File: src/rtl/turf_dm_pkg.sv
// turf_dm_pkg: field layout shared by the S2MM buffer-ring logic.
// Latency: n/a (constants, types and one pure helper function).
// Backpressure: n/a.
// Contents: S2MM command offsets (72-bit word), S2MM status offsets, the
// 32-bit event control word layout and the flag-bit enum for that word.
package turf_dm_pkg;

  // S2MM command word
  localparam int CMD_W        = 72;
  localparam int CMD_TAG_LSB  = 64;
  localparam int CMD_TAG_W    = 4;
  localparam int CMD_ADDR_LSB = 32;
  localparam int CMD_ADDR_W   = 32;
  localparam int CMD_DRR_BIT  = 31;
  localparam int CMD_EOF_BIT  = 30;
  localparam int CMD_DSA_LSB  = 24;
  localparam int CMD_DSA_W    = 6;
  localparam int CMD_TYPE_BIT = 23;
  localparam int CMD_BTT_LSB  = 0;
  localparam int CMD_BTT_W    = 23;

  // S2MM status word (indeterminate-BTT mode)
  localparam int STS_W          = 32;
  localparam int STS_EOP_BIT    = 31;
  localparam int STS_BYTES_LSB  = 8;
  localparam int STS_BYTES_W    = 23;
  localparam int STS_OKAY_BIT   = 7;
  localparam int STS_SLVERR_BIT = 6;
  localparam int STS_DECERR_BIT = 5;
  localparam int STS_INTERR_BIT = 4;
  localparam int STS_TAG_LSB    = 0;
  localparam int STS_TAG_W      = 4;

  // Event control word towards the fragment generator
  localparam int CTRL_W       = 32;
  localparam int CTRL_IDX_LSB = 24;
  localparam int CTRL_IDX_W   = 8;
  localparam int CTRL_FLG_LSB = 20;
  localparam int CTRL_FLG_W   = 4;
  localparam int CTRL_LEN_LSB = 0;
  localparam int CTRL_LEN_W   = 20;

  // Bit positions inside the 4-bit flag field of the control word
  typedef enum logic [1:0] {
    FLG_NEOP   = 2'd0,  // frame overflowed the buffer, continuation follows
    FLG_SLVERR = 2'd1,
    FLG_DECERR = 2'd2,
    FLG_INTERR = 2'd3
  } ctrl_flag_e;

  function automatic logic [CTRL_FLG_W-1:0] sts_flags(
    input logic eop,
    input logic slverr,
    input logic decerr,
    input logic interr
  );
    logic [CTRL_FLG_W-1:0] f;
    f             = '0;
    f[FLG_NEOP]   = ~eop;
    f[FLG_SLVERR] = slverr;
    f[FLG_DECERR] = decerr;
    f[FLG_INTERR] = interr;
    return f;
  endfunction

endpackage

File: src/rtl/turf_s2mm_buf_ctrl.sv
// turf_s2mm_buf_ctrl: buffer-ring manager between S2MM DataMover and turf_fragment_gen.
// Latency: status accept -> m_ctrl valid 1 cycle; free -> next cmd valid 2 cycles when full.
// Backpressure: m_ctrl is a 1-deep no-bubble register; s_sts stalls while it is held.
// Ports: aclk/aresetn (sync, active-low); run gates new commands; m_cmd_* 72-bit S2MM
// command stream; s_sts_* 32-bit S2MM status stream; m_ctrl_* 32-bit event control word;
// s_free_* in-order buffer release; buffers_free credit count; tag_err/free_err sticky.
module turf_s2mm_buf_ctrl
  import turf_dm_pkg::*;
#(
  parameter int          NBUF          = 16,
  parameter logic [31:0] BUF_BASE      = 32'h0,
  parameter int          BUF_SIZE_LOG2 = 16
) (
  input  logic             aclk,
  input  logic             aresetn,
  input  logic             run,
  output logic [CMD_W-1:0] m_cmd_tdata,
  output logic             m_cmd_tvalid,
  input  logic             m_cmd_tready,
  input  logic [STS_W-1:0] s_sts_tdata,
  input  logic             s_sts_tvalid,
  output logic             s_sts_tready,
  output logic [CTRL_W-1:0] m_ctrl_tdata,
  output logic             m_ctrl_tvalid,
  input  logic             m_ctrl_tready,
  input  logic [7:0]       s_free_tdata,
  input  logic             s_free_tvalid,
  output logic             s_free_tready,
  output logic [4:0]       buffers_free,
  output logic             tag_err,
  output logic             free_err
);

  localparam int AW = (NBUF > 1) ? $clog2(NBUF) : 1;
  // One extra pointer bit distinguishes full from empty.
  localparam int PW = AW + 1;

  logic [PW-1:0] cmd_ptr_q,  cmd_ptr_d;
  logic [PW-1:0] sts_ptr_q,  sts_ptr_d;
  logic [PW-1:0] free_ptr_q, free_ptr_d;
  logic              cmd_vld_q,  cmd_vld_d;
  logic [CMD_W-1:0]  cmd_dat_q,  cmd_dat_d;
  logic              ctrl_vld_q, ctrl_vld_d;
  logic [CTRL_W-1:0] ctrl_dat_q, ctrl_dat_d;
  logic tag_err_q,  tag_err_d;
  logic free_err_q, free_err_d;

  logic [AW-1:0] cmd_idx, sts_idx, free_idx;
  logic [PW-1:0] used_cnt;
  logic          full;
  logic          cmd_hs, sts_hs, free_hs;
  logic          sts_pending, free_pending;

  // Status bits carried only for completeness of the interface.
  logic unused_sts;
  assign unused_sts = &{1'b0, s_sts_tdata[STS_OKAY_BIT],
                        s_sts_tdata[STS_BYTES_LSB+CTRL_LEN_W +: STS_BYTES_W-CTRL_LEN_W]};

  assign cmd_idx  = cmd_ptr_q[AW-1:0];
  assign sts_idx  = sts_ptr_q[AW-1:0];
  assign free_idx = free_ptr_q[AW-1:0];

  // Occupancy from registered pointers only; a same-cycle free shows up a cycle late.
  assign used_cnt = cmd_ptr_q - free_ptr_q;
  assign full     = (used_cnt == PW'(NBUF));

  // A status can only belong to a command the DataMover has accepted.
  assign sts_pending  = (sts_ptr_q != cmd_ptr_q);
  assign free_pending = (free_ptr_q != sts_ptr_q);

  assign s_sts_tready  = sts_pending && (!ctrl_vld_q || m_ctrl_tready);
  assign s_free_tready = free_pending;

  assign cmd_hs  = cmd_vld_q && m_cmd_tready;
  assign sts_hs  = s_sts_tvalid && s_sts_tready;
  assign free_hs = s_free_tvalid && free_pending;

  always_comb begin
    cmd_ptr_d  = cmd_ptr_q;
    sts_ptr_d  = sts_ptr_q;
    free_ptr_d = free_ptr_q;
    cmd_vld_d  = cmd_vld_q;
    cmd_dat_d  = cmd_dat_q;
    ctrl_vld_d = ctrl_vld_q;
    ctrl_dat_d = ctrl_dat_q;
    tag_err_d  = tag_err_q;
    free_err_d = free_err_q;

    // Command issue: a new word is only built while the slot is empty, so the
    // issue/handshake cycles alternate and a pending command ignores run.
    if (cmd_hs) begin
      cmd_vld_d = 1'b0;
      cmd_ptr_d = cmd_ptr_q + PW'(1);
    end else if (!cmd_vld_q && run && !full) begin
      cmd_vld_d = 1'b1;
      cmd_dat_d = '0;
      cmd_dat_d[CMD_TAG_LSB +: CMD_TAG_W]   = CMD_TAG_W'(cmd_idx);
      cmd_dat_d[CMD_ADDR_LSB +: CMD_ADDR_W] = BUF_BASE + (32'(cmd_idx) << BUF_SIZE_LOG2);
      cmd_dat_d[CMD_DRR_BIT]                = 1'b0;
      cmd_dat_d[CMD_EOF_BIT]                = 1'b1;
      cmd_dat_d[CMD_DSA_LSB +: CMD_DSA_W]   = '0;
      cmd_dat_d[CMD_TYPE_BIT]               = 1'b1;
      cmd_dat_d[CMD_BTT_LSB +: CMD_BTT_W]   = CMD_BTT_W'(32'd1 << BUF_SIZE_LOG2);
    end

    // Control output register: drain first, then a fresh load overrides it so
    // accept + drain in the same cycle keeps valid high with the new word.
    if (ctrl_vld_q && m_ctrl_tready) begin
      ctrl_vld_d = 1'b0;
    end
    if (sts_hs) begin
      ctrl_vld_d = 1'b1;
      ctrl_dat_d = '0;
      // Index comes from our own pointer, not the returned tag.
      ctrl_dat_d[CTRL_IDX_LSB +: CTRL_IDX_W] = CTRL_IDX_W'(sts_idx);
      ctrl_dat_d[CTRL_FLG_LSB +: CTRL_FLG_W] = sts_flags(s_sts_tdata[STS_EOP_BIT],
                                                         s_sts_tdata[STS_SLVERR_BIT],
                                                         s_sts_tdata[STS_DECERR_BIT],
                                                         s_sts_tdata[STS_INTERR_BIT]);
      ctrl_dat_d[CTRL_LEN_LSB +: CTRL_LEN_W] = s_sts_tdata[STS_BYTES_LSB +: CTRL_LEN_W];
      sts_ptr_d = sts_ptr_q + PW'(1);
      if (s_sts_tdata[STS_TAG_LSB +: STS_TAG_W] != STS_TAG_W'(sts_idx)) begin
        tag_err_d = 1'b1;
      end
    end

    // Release must be in order; a mismatch is flagged but the ring keeps moving.
    if (free_hs) begin
      free_ptr_d = free_ptr_q + PW'(1);
      if (s_free_tdata != 8'(free_idx)) begin
        free_err_d = 1'b1;
      end
    end
  end

  always_ff @(posedge aclk) begin
    if (!aresetn) begin
      cmd_ptr_q  <= '0;
      sts_ptr_q  <= '0;
      free_ptr_q <= '0;
      cmd_vld_q  <= 1'b0;
      cmd_dat_q  <= '0;
      ctrl_vld_q <= 1'b0;
      ctrl_dat_q <= '0;
      tag_err_q  <= 1'b0;
      free_err_q <= 1'b0;
    end else begin
      cmd_ptr_q  <= cmd_ptr_d;
      sts_ptr_q  <= sts_ptr_d;
      free_ptr_q <= free_ptr_d;
      cmd_vld_q  <= cmd_vld_d;
      cmd_dat_q  <= cmd_dat_d;
      ctrl_vld_q <= ctrl_vld_d;
      ctrl_dat_q <= ctrl_dat_d;
      tag_err_q  <= tag_err_d;
      free_err_q <= free_err_d;
    end
  end

  assign m_cmd_tdata   = cmd_dat_q;
  assign m_cmd_tvalid  = cmd_vld_q;
  assign m_ctrl_tdata  = ctrl_dat_q;
  assign m_ctrl_tvalid = ctrl_vld_q;
  assign buffers_free  = 5'(NBUF) - 5'(used_cnt);
  assign tag_err       = tag_err_q;
  assign free_err      = free_err_q;

endmodule
File: config.mk
export PLATFORM = sky130hd
export DESIGN_NAME = turf_s2mm_buf_ctrl
export DESIGN_NICKNAME = d
export VERILOG_FILES = /design/src/rtl/turf_dm_pkg.sv /design/src/rtl/turf_s2mm_buf_ctrl.sv
export SDC_FILE = /design/constraint.sdc
export NUM_CORES = 1
export LEC_CHECK = 0
export BUFFER_PORTS_ARGS = -buffer_cell sky130_fd_sc_hd__buf_2
export CELL_PAD_IN_SITES_DETAIL_PLACEMENT = 1
export CELL_PAD_IN_SITES_GLOBAL_PLACEMENT = 1
export CORE_MARGIN = 5
export CORE_UTILIZATION = 35
export CTS_CLUSTER_DIAMETER = 100
export DETAILED_ROUTE_END_ITERATION = 8
export HOLD_SLACK_MARGIN = 0.02
export MAX_ROUTING_LAYER = met4
export PLACE_DENSITY = 0.84
export SLEW_MARGIN = 20
export SYNTH_ARGS = -nofsm -noshare
export SYNTH_HDL_FRONTEND = slang
export SYNTH_SLANG_ARGS = --single-unit
File: constraint.sdc
create_clock -name aclk -period 5.8 [get_ports aclk]
set_clock_uncertainty 0.15 [all_clocks]
set_input_delay 1.16 -clock aclk [delete_from_list [all_inputs] [get_ports aclk]]
set_output_delay 1.16 -clock aclk [all_outputs]
set_load 0.01 [all_outputs]
==> flow_summary.ini, run 1 <==
[die]
die_w_um = 105
design.core.area_um2 = 8810
placementRows = 34
die_area_um2 = 11100
start_util_pct = 36.1
fp.dieH_um = 105
num_io_pins = 162

[synth]
ys_seq_area_share_pct = 32.7
synth_enable_flop_cells = 0
yosysMostFrequentCell = buf_4
synth_top_area_share_pct = 32.7
synth_area_um2 = 3180
ys_ff_latch = 52
synth_cell_types = 40
synth_warnings = 0
syn_area_per_cell_um2 = 8.72
synth_area_leaders = dfxtp_1 (33%), buf_4 (17%), mux2i_1 (13%)
synth_common_cells = buf_4 (72), nand2_1 (68), dfxtp_1 (52), mux2i_1 (40), xor2_1 (17)
async_flop_share_pct = 0
synthFlopType = dfxtp_1
netlist_instances = 365
yosysTopAreaCell = dfxtp_1

[sta]
slew_headroom_pct = 52.1
hold_violations = 0
drv_slew = 0
rsz0062_at_grt = no
fin_crit_ns = 3.76
tns_ns = 0
setup_viol_count_final = 0
fmax_mhz = 266
tightest_slew_ns = 0.718
finalCritPeriodShare_pct = 64.8

[detailed_routing]
wl_met3_um = 526
routed_wl_mm = 7.29
num_vias = 2429
dr.first_iter.drc_count = 57
top_layer_used = met4
vias_per_cell = 4.41
wl_met1_mm = 2.91
drtAntennaViolNets = 0
wl_met2_mm = 3.81
route.detailed.drc = 0
first_pass_iters = 4
wire_per_inst_um = 13.2

[clocking]
hold_buffers = 0
worstSkewPairLatency_ns = 0.30
cts_tree = built
cts_max_path_buffers = 2
cts.clk_slew.worst_paths_ns = 0.10
cts.sinks = 52
root_buffer = clkbuf_8
cts_resized = 0
numCtsBuffers = 5
h-tree-depth = 2
post_cts_buffers = 0

[global_route]
grt_max_degree = 78
grt-ovfl-total = 0
grt_use_total_pct = 12.9
grt_first_pass_wirelength_mm = 11.7
first_global_vias = 2433
antenna_found_initial = 0

[power_and_ir_drop]
intPower_uw = 776
vdd_drop_max_v = 0.000114
p_switching_uw = 428
pwr-share-clk_pct = 23.9
finalPower_uw = 1200
power.density_nw_per_um2 = 341
switching_share_pct = 35.5
comb_power_share_pct = 39.6
power_leakage_uw = 0.00176
power_frac_seq_pct = 36.5

[setup_path]
worstSetupStartpointType = flop
crit_path_end_kind = output pin
r2r-end = m_cmd_tdata[64]
crit_arrival_ns = 2.45
worst_ep_required_time_ns = 4.49
path_class = flop to output pin
regToRegStartpoint = cmd_ptr_q[0]
worst-r2r-cell-count = 10
crit_path_max_fanout = 5
crit_start = cmd_ptr_q[0]
r2r_slack_ns = 2.92
critPathCapture = buffers_free[4]

[placed_design]
gp_congestion = 0.725
dp_hpwl_mm = 5.82
port_buffers = 92
dp_cells = 544

[run]
drv_cap = 0

[finish]
syn_to_final_growth_pct = 11.0
antenna_cells = 0
stdcell_count = 551
nets = 500
layout-drive-gt1-share_pct = 23.9

[worst_hold_path]
min_path_type = flop to flop
hold_depth = 2

[status]
status = complete, no violations
final cells by class:
cell class | count | area, um2
clock buffers | 5 | 68.8
clock inverters | 2 | 60.1
fillers | 1112 | 5270
inverters | 10 | 37.5
multi-input cells | 280 | 1720
flip-flops and latches | 52 | 1040
well taps | 108 | 135
repair buffers | 94 | 475
through the flow:
stage | hold slack, ns | util [%] | setup WS [ns] | area, um2
finish | 0.309 | 40.1 | 2.04 | 3530
global route | 0.331 | 40.1 | 1.92 | 3530
CTS | 0.316 | 40.1 | 2.02 | 3530
detailed placement | 0.298 | 38.7 | 2.37 | 3400
global placement | 0.289 | 38.7 | 2.47 | 3400
floorplan | 0.328 | - | 2.73 | 3420
cell families (layout without fill, tap and decap cells):
kind of cell               Yosys count  after routing  synth area share [%]
other                                1             65                 0.118
xor gates and xnor gates            27             27                  7.86
DFF                                 52             52                  32.7
and+or+nand+nor                    116            116                  16.8
buffers and inverters               97            111                  21.0
muxes                               40             40                  12.6
adders and majority gates           10             10                  4.17
AOI/OAI and AO/OA                   22             22                  4.80
state kept, by name (all words and copies together), names as in the netlist:
register,flops
free_err,1
m_ctrl_tvalid,1
m_ctrl_tdata,28
cmd_ptr_q,5
sts_ptr_q,5
free_ptr_q,5
m_cmd_tvalid,1
m_cmd_tdata,5
tag_err,1
cell usage in the layout, fill, tap and decap left out:
cell type  count
a211o_1        1
a211oi_1       2
a21boi_0       1
a21o_1         1
a21oi_1        9
a21oi_4        1
and3_1         2
and4_1         1
buf_2         92
buf_4          2
bufinv_16      2
clkbuf_8       5
conb_1        65
dfxtp_1       52
fa_1           1
ha_1           9
inv_1         10
mux2i_1       40
nand2_1       68
nand2b_1       7
nand3_1        9
nand4_1        5
nor2_1        13
nor2_2         1
nor2b_1        2
nor3_2         1
nor3_4         1
nor3b_2        1
nor4_1         1
o211a_1        1
o211ai_1       1
o21a_1         2
o21ai_0        2
o21ba_1        1
or3_1          3
or4_1          1
xnor2_1        9
xnor3_1        1
xor2_1        17
power groups by stage:
stage	sequential [uW]	combinational, uW	clock, uW
after floorplan	451	364	0
after global placement	445	466	0
after detailed placement	448	485	0
after CTS	440	486	298
after global routing	446	525	312
final	439	477	287
critical path, stage by stage (launching register included):
cell	delay [ns]
dfxtp_1	0.44
inv_1	0.12
ha_1	0.24
fa_1	0.41
xor2_1	0.30
nand2_1	0.12
a21oi_1	0.13
ha_1	0.24
buf_2	0.14
metal layers:
layer | GRT usage (%) | vias to the layer above
met5 | - | -
li1 | - | 1202
met4 | 2.53 | 0
met3 | 3.91 | 4
met1 | 14.2 | 1137
met2 | 23.0 | 86
worst min-delay path by stage:
stage                                 from                to  slack [ns]
after floorplan               sts_ptr_q[4]      sts_ptr_q[4]        0.33
after global placement     m_ctrl_tdata[0]   m_ctrl_tdata[0]        0.29
after detailed placement  m_ctrl_tdata[24]  m_ctrl_tdata[24]        0.30
after CTS                 m_ctrl_tdata[13]  m_ctrl_tdata[13]        0.32
after global routing      m_ctrl_tdata[26]  m_ctrl_tdata[26]        0.33
final                     m_ctrl_tdata[13]  m_ctrl_tdata[13]        0.31
(Power assumes the default switching activity.)
==> inputs of run 2 (changes only) <==
- CORE_UTILIZATION: 35 -> 32
- PLACE_DENSITY: 0.84 -> 0.78
- clock period: 5.8 -> 3.59 ns (I/O delays scaled with it)
==> flow_summary.ini, run 2 (synthesis results as in run 1) <==
[status]
status = complete, no violations

[worst_hold_path]
min_path_type = flop to flop
min_to = m_ctrl_tdata[15]
hold_depth = 2
worstHoldStart = m_ctrl_tdata[15]

[global_route]
grt_busiest_layer = met2
first_global_vias = 2412
grt_use_total_pct = 12.0
globalRouteMet2Util_pct = 20.9
use_met1_pct = 13.4
grt_use_met3_pct = 3.41
grt_max_degree = 40
antenna_found_initial = 0
grt-ovfl-total = 0
grt_first_pass_wirelength_mm = 11.2

[setup_path]
path_buf_inv = 2
cp_slowest_stage_delay_ns = 0.46
worstSetupStartpointType = flop
worst_ep_required_time_ns = 2.72
regToRegStartpoint = cmd_ptr_q[0]
crit_path_max_fanout = 5
slowest_stage = dfxtp_1
cp_common_cell = ha_1
crit_arrival_ns = 2.43
r2r_slack_ns = 0.74
r2r-end = m_cmd_tdata[65]
crit_family = adder cells
worstPathCellList = inv_1 -> ha_1 -> fa_1 -> xor2_1 -> nand2_1 -> a21oi_1 -> ha_1 -> buf_2
crit_path_end_kind = output pin
worst-r2r-cell-count = 11
path_class = flop to output pin

[die]
start_util_pct = 32.7
placementRows = 36
die_w_um = 110
num_io_pins = 162
die_area_um2 = 12000
fp.dieH_um = 110
design.core.area_um2 = 9730

[finish]
largest_reg_flops = 28
layout-drive-gt1-share_pct = 24.1
final_cell_mix = buf_2 (92), nand2_1 (68), conb_1 (65)
syn_to_final_growth_pct = 12.1
fillers = 1249
final_area_um2 = 3570
final_common_cell = buf_2
antenna_cells = 0
nets = 500
stdcell_count = 577

[power_and_ir_drop]
comb_power_share_pct = 40.7
pwr-share-clk_pct = 22.5
intPower_uw = 1220
finalPower_uw = 1930
switching_share_pct = 36.9
power_leakage_uw = 0.00176
power_frac_seq_pct = 36.8
power.density_nw_per_um2 = 540
p_switching_uw = 711
vdd_drop_max_v = 0.000194

[sta]
hold_violations = 0
fmax_mhz = 303
fin_crit_ns = 3.30
drv_slew = 0
tns_ns = 0
finalCritPeriodShare_pct = 91.8
slew_headroom_pct = 52.0
tightest_slew_ns = 0.718
worst_slack_ns = 0.295
setup_viol_count_final = 0
rsz0062_at_grt = no

[placed_design]
post-place-ws_ns = 0.648
port_buffers = 92
gp_congestion = 0.780
dp_cells = 569
dp_hpwl_mm = 5.91
placed_cell_area_um2 = 3450

[run]
drv_cap = 0

[clocking]
h-tree-depth = 2
cts_tree = built
cts_resized = 0
root_buffer = clkbuf_8
worstSkewPairLatency_ns = 0.31
cts_max_path_buffers = 2
post_cts_buffers = 0
cts.sinks = 52
numCtsBuffers = 5
cts.clk_slew.worst_paths_ns = 0.11
hold_buffers = 0

[detailed_routing]
drtAntennaViolNets = 0
routed_wl_mm = 7.44
first_pass_iters = 4
route.detailed.drc = 0
wire_per_inst_um = 12.9
dr.first_iter.drc_count = 51
vias_per_cell = 4.28
num_vias = 2467
[run 2: changes by cell type in the layout (fill, tap and decap cells not counted), sizes merged]
cell / before / now
clkinv: 0 / 1
clkbuf: 5 / 6
bufinv: 2 / 1
[run 2: power by group through the flow]
stage | clock network (uW) | logic [uW] | registers (uW)
6_report | 433 | 786 | 710
5_1_grt | 470 | 890 | 721
4_1_cts | 455 | 803 | 712
3_5_place_dp | 0 | 798 | 724
3_3_place_gp | 0 | 771 | 719
2_1_floorplan | 0 | 588 | 729
[run 2: metal layers]
layer,wire length [um],part of all wire (%)
met5,0,0
met4,40,0.54
met1,2930,39
met2,3840,52
met3,620,8.3
[run 2: through the flow]
| stage | utilization [%] | hold WS (ns) |
|---|---|---|
| global route | 36.7 | 0.335 |
| global placement | 35.4 | 0.289 |
| detailed placement | 35.4 | 0.299 |
| floorplan | - | 0.328 |
| finish | 36.7 | 0.309 |
| CTS | 36.7 | 0.317 |
[run 2: cell type report]
cell class | instances | area (um2) | area share (%)
well taps | 133 | 166 | 4.66
multi-input cells | 280 | 1720 | 48.1
repair buffers | 94 | 488 | 13.7
inverters | 10 | 37.5 | 1.05
clock inverters | 2 | 38.8 | 1.09
flip-flops and latches | 52 | 1040 | 29.2
clock buffers | 6 | 82.6 | 2.31
[run 2: worst reg2reg max path, cell delays in order, from the launching register on]
cell	delay [ns]
dfxtp_1	0.46
inv_1	0.11
ha_1	0.23
fa_1	0.41
inv_1	0.08
a21o_1	0.11
a21oi_1	0.07
xnor2_1	0.14
ha_1	0.23
nor3b_2	0.46
mux2i_1	0.25
nor2_1	0.05
[run 2: how the worst max path moves through the flow]
stage | from | cells after the start | endpoint | slack (ns)
after CTS | cmd_ptr_q[0] | 8 | buffers_free[4] | 0.27
after global routing | cmd_ptr_q[0] | 8 | buffers_free[4] | 0.1
after floorplan | cmd_ptr_q[0] | 7 | buffers_free[4] | 0.96
after global placement | cmd_ptr_q[0] | 8 | buffers_free[4] | 0.66
after detailed placement | cmd_ptr_q[0] | 8 | buffers_free[4] | 0.65
final | cmd_ptr_q[0] | 8 | buffers_free[4] | 0.29
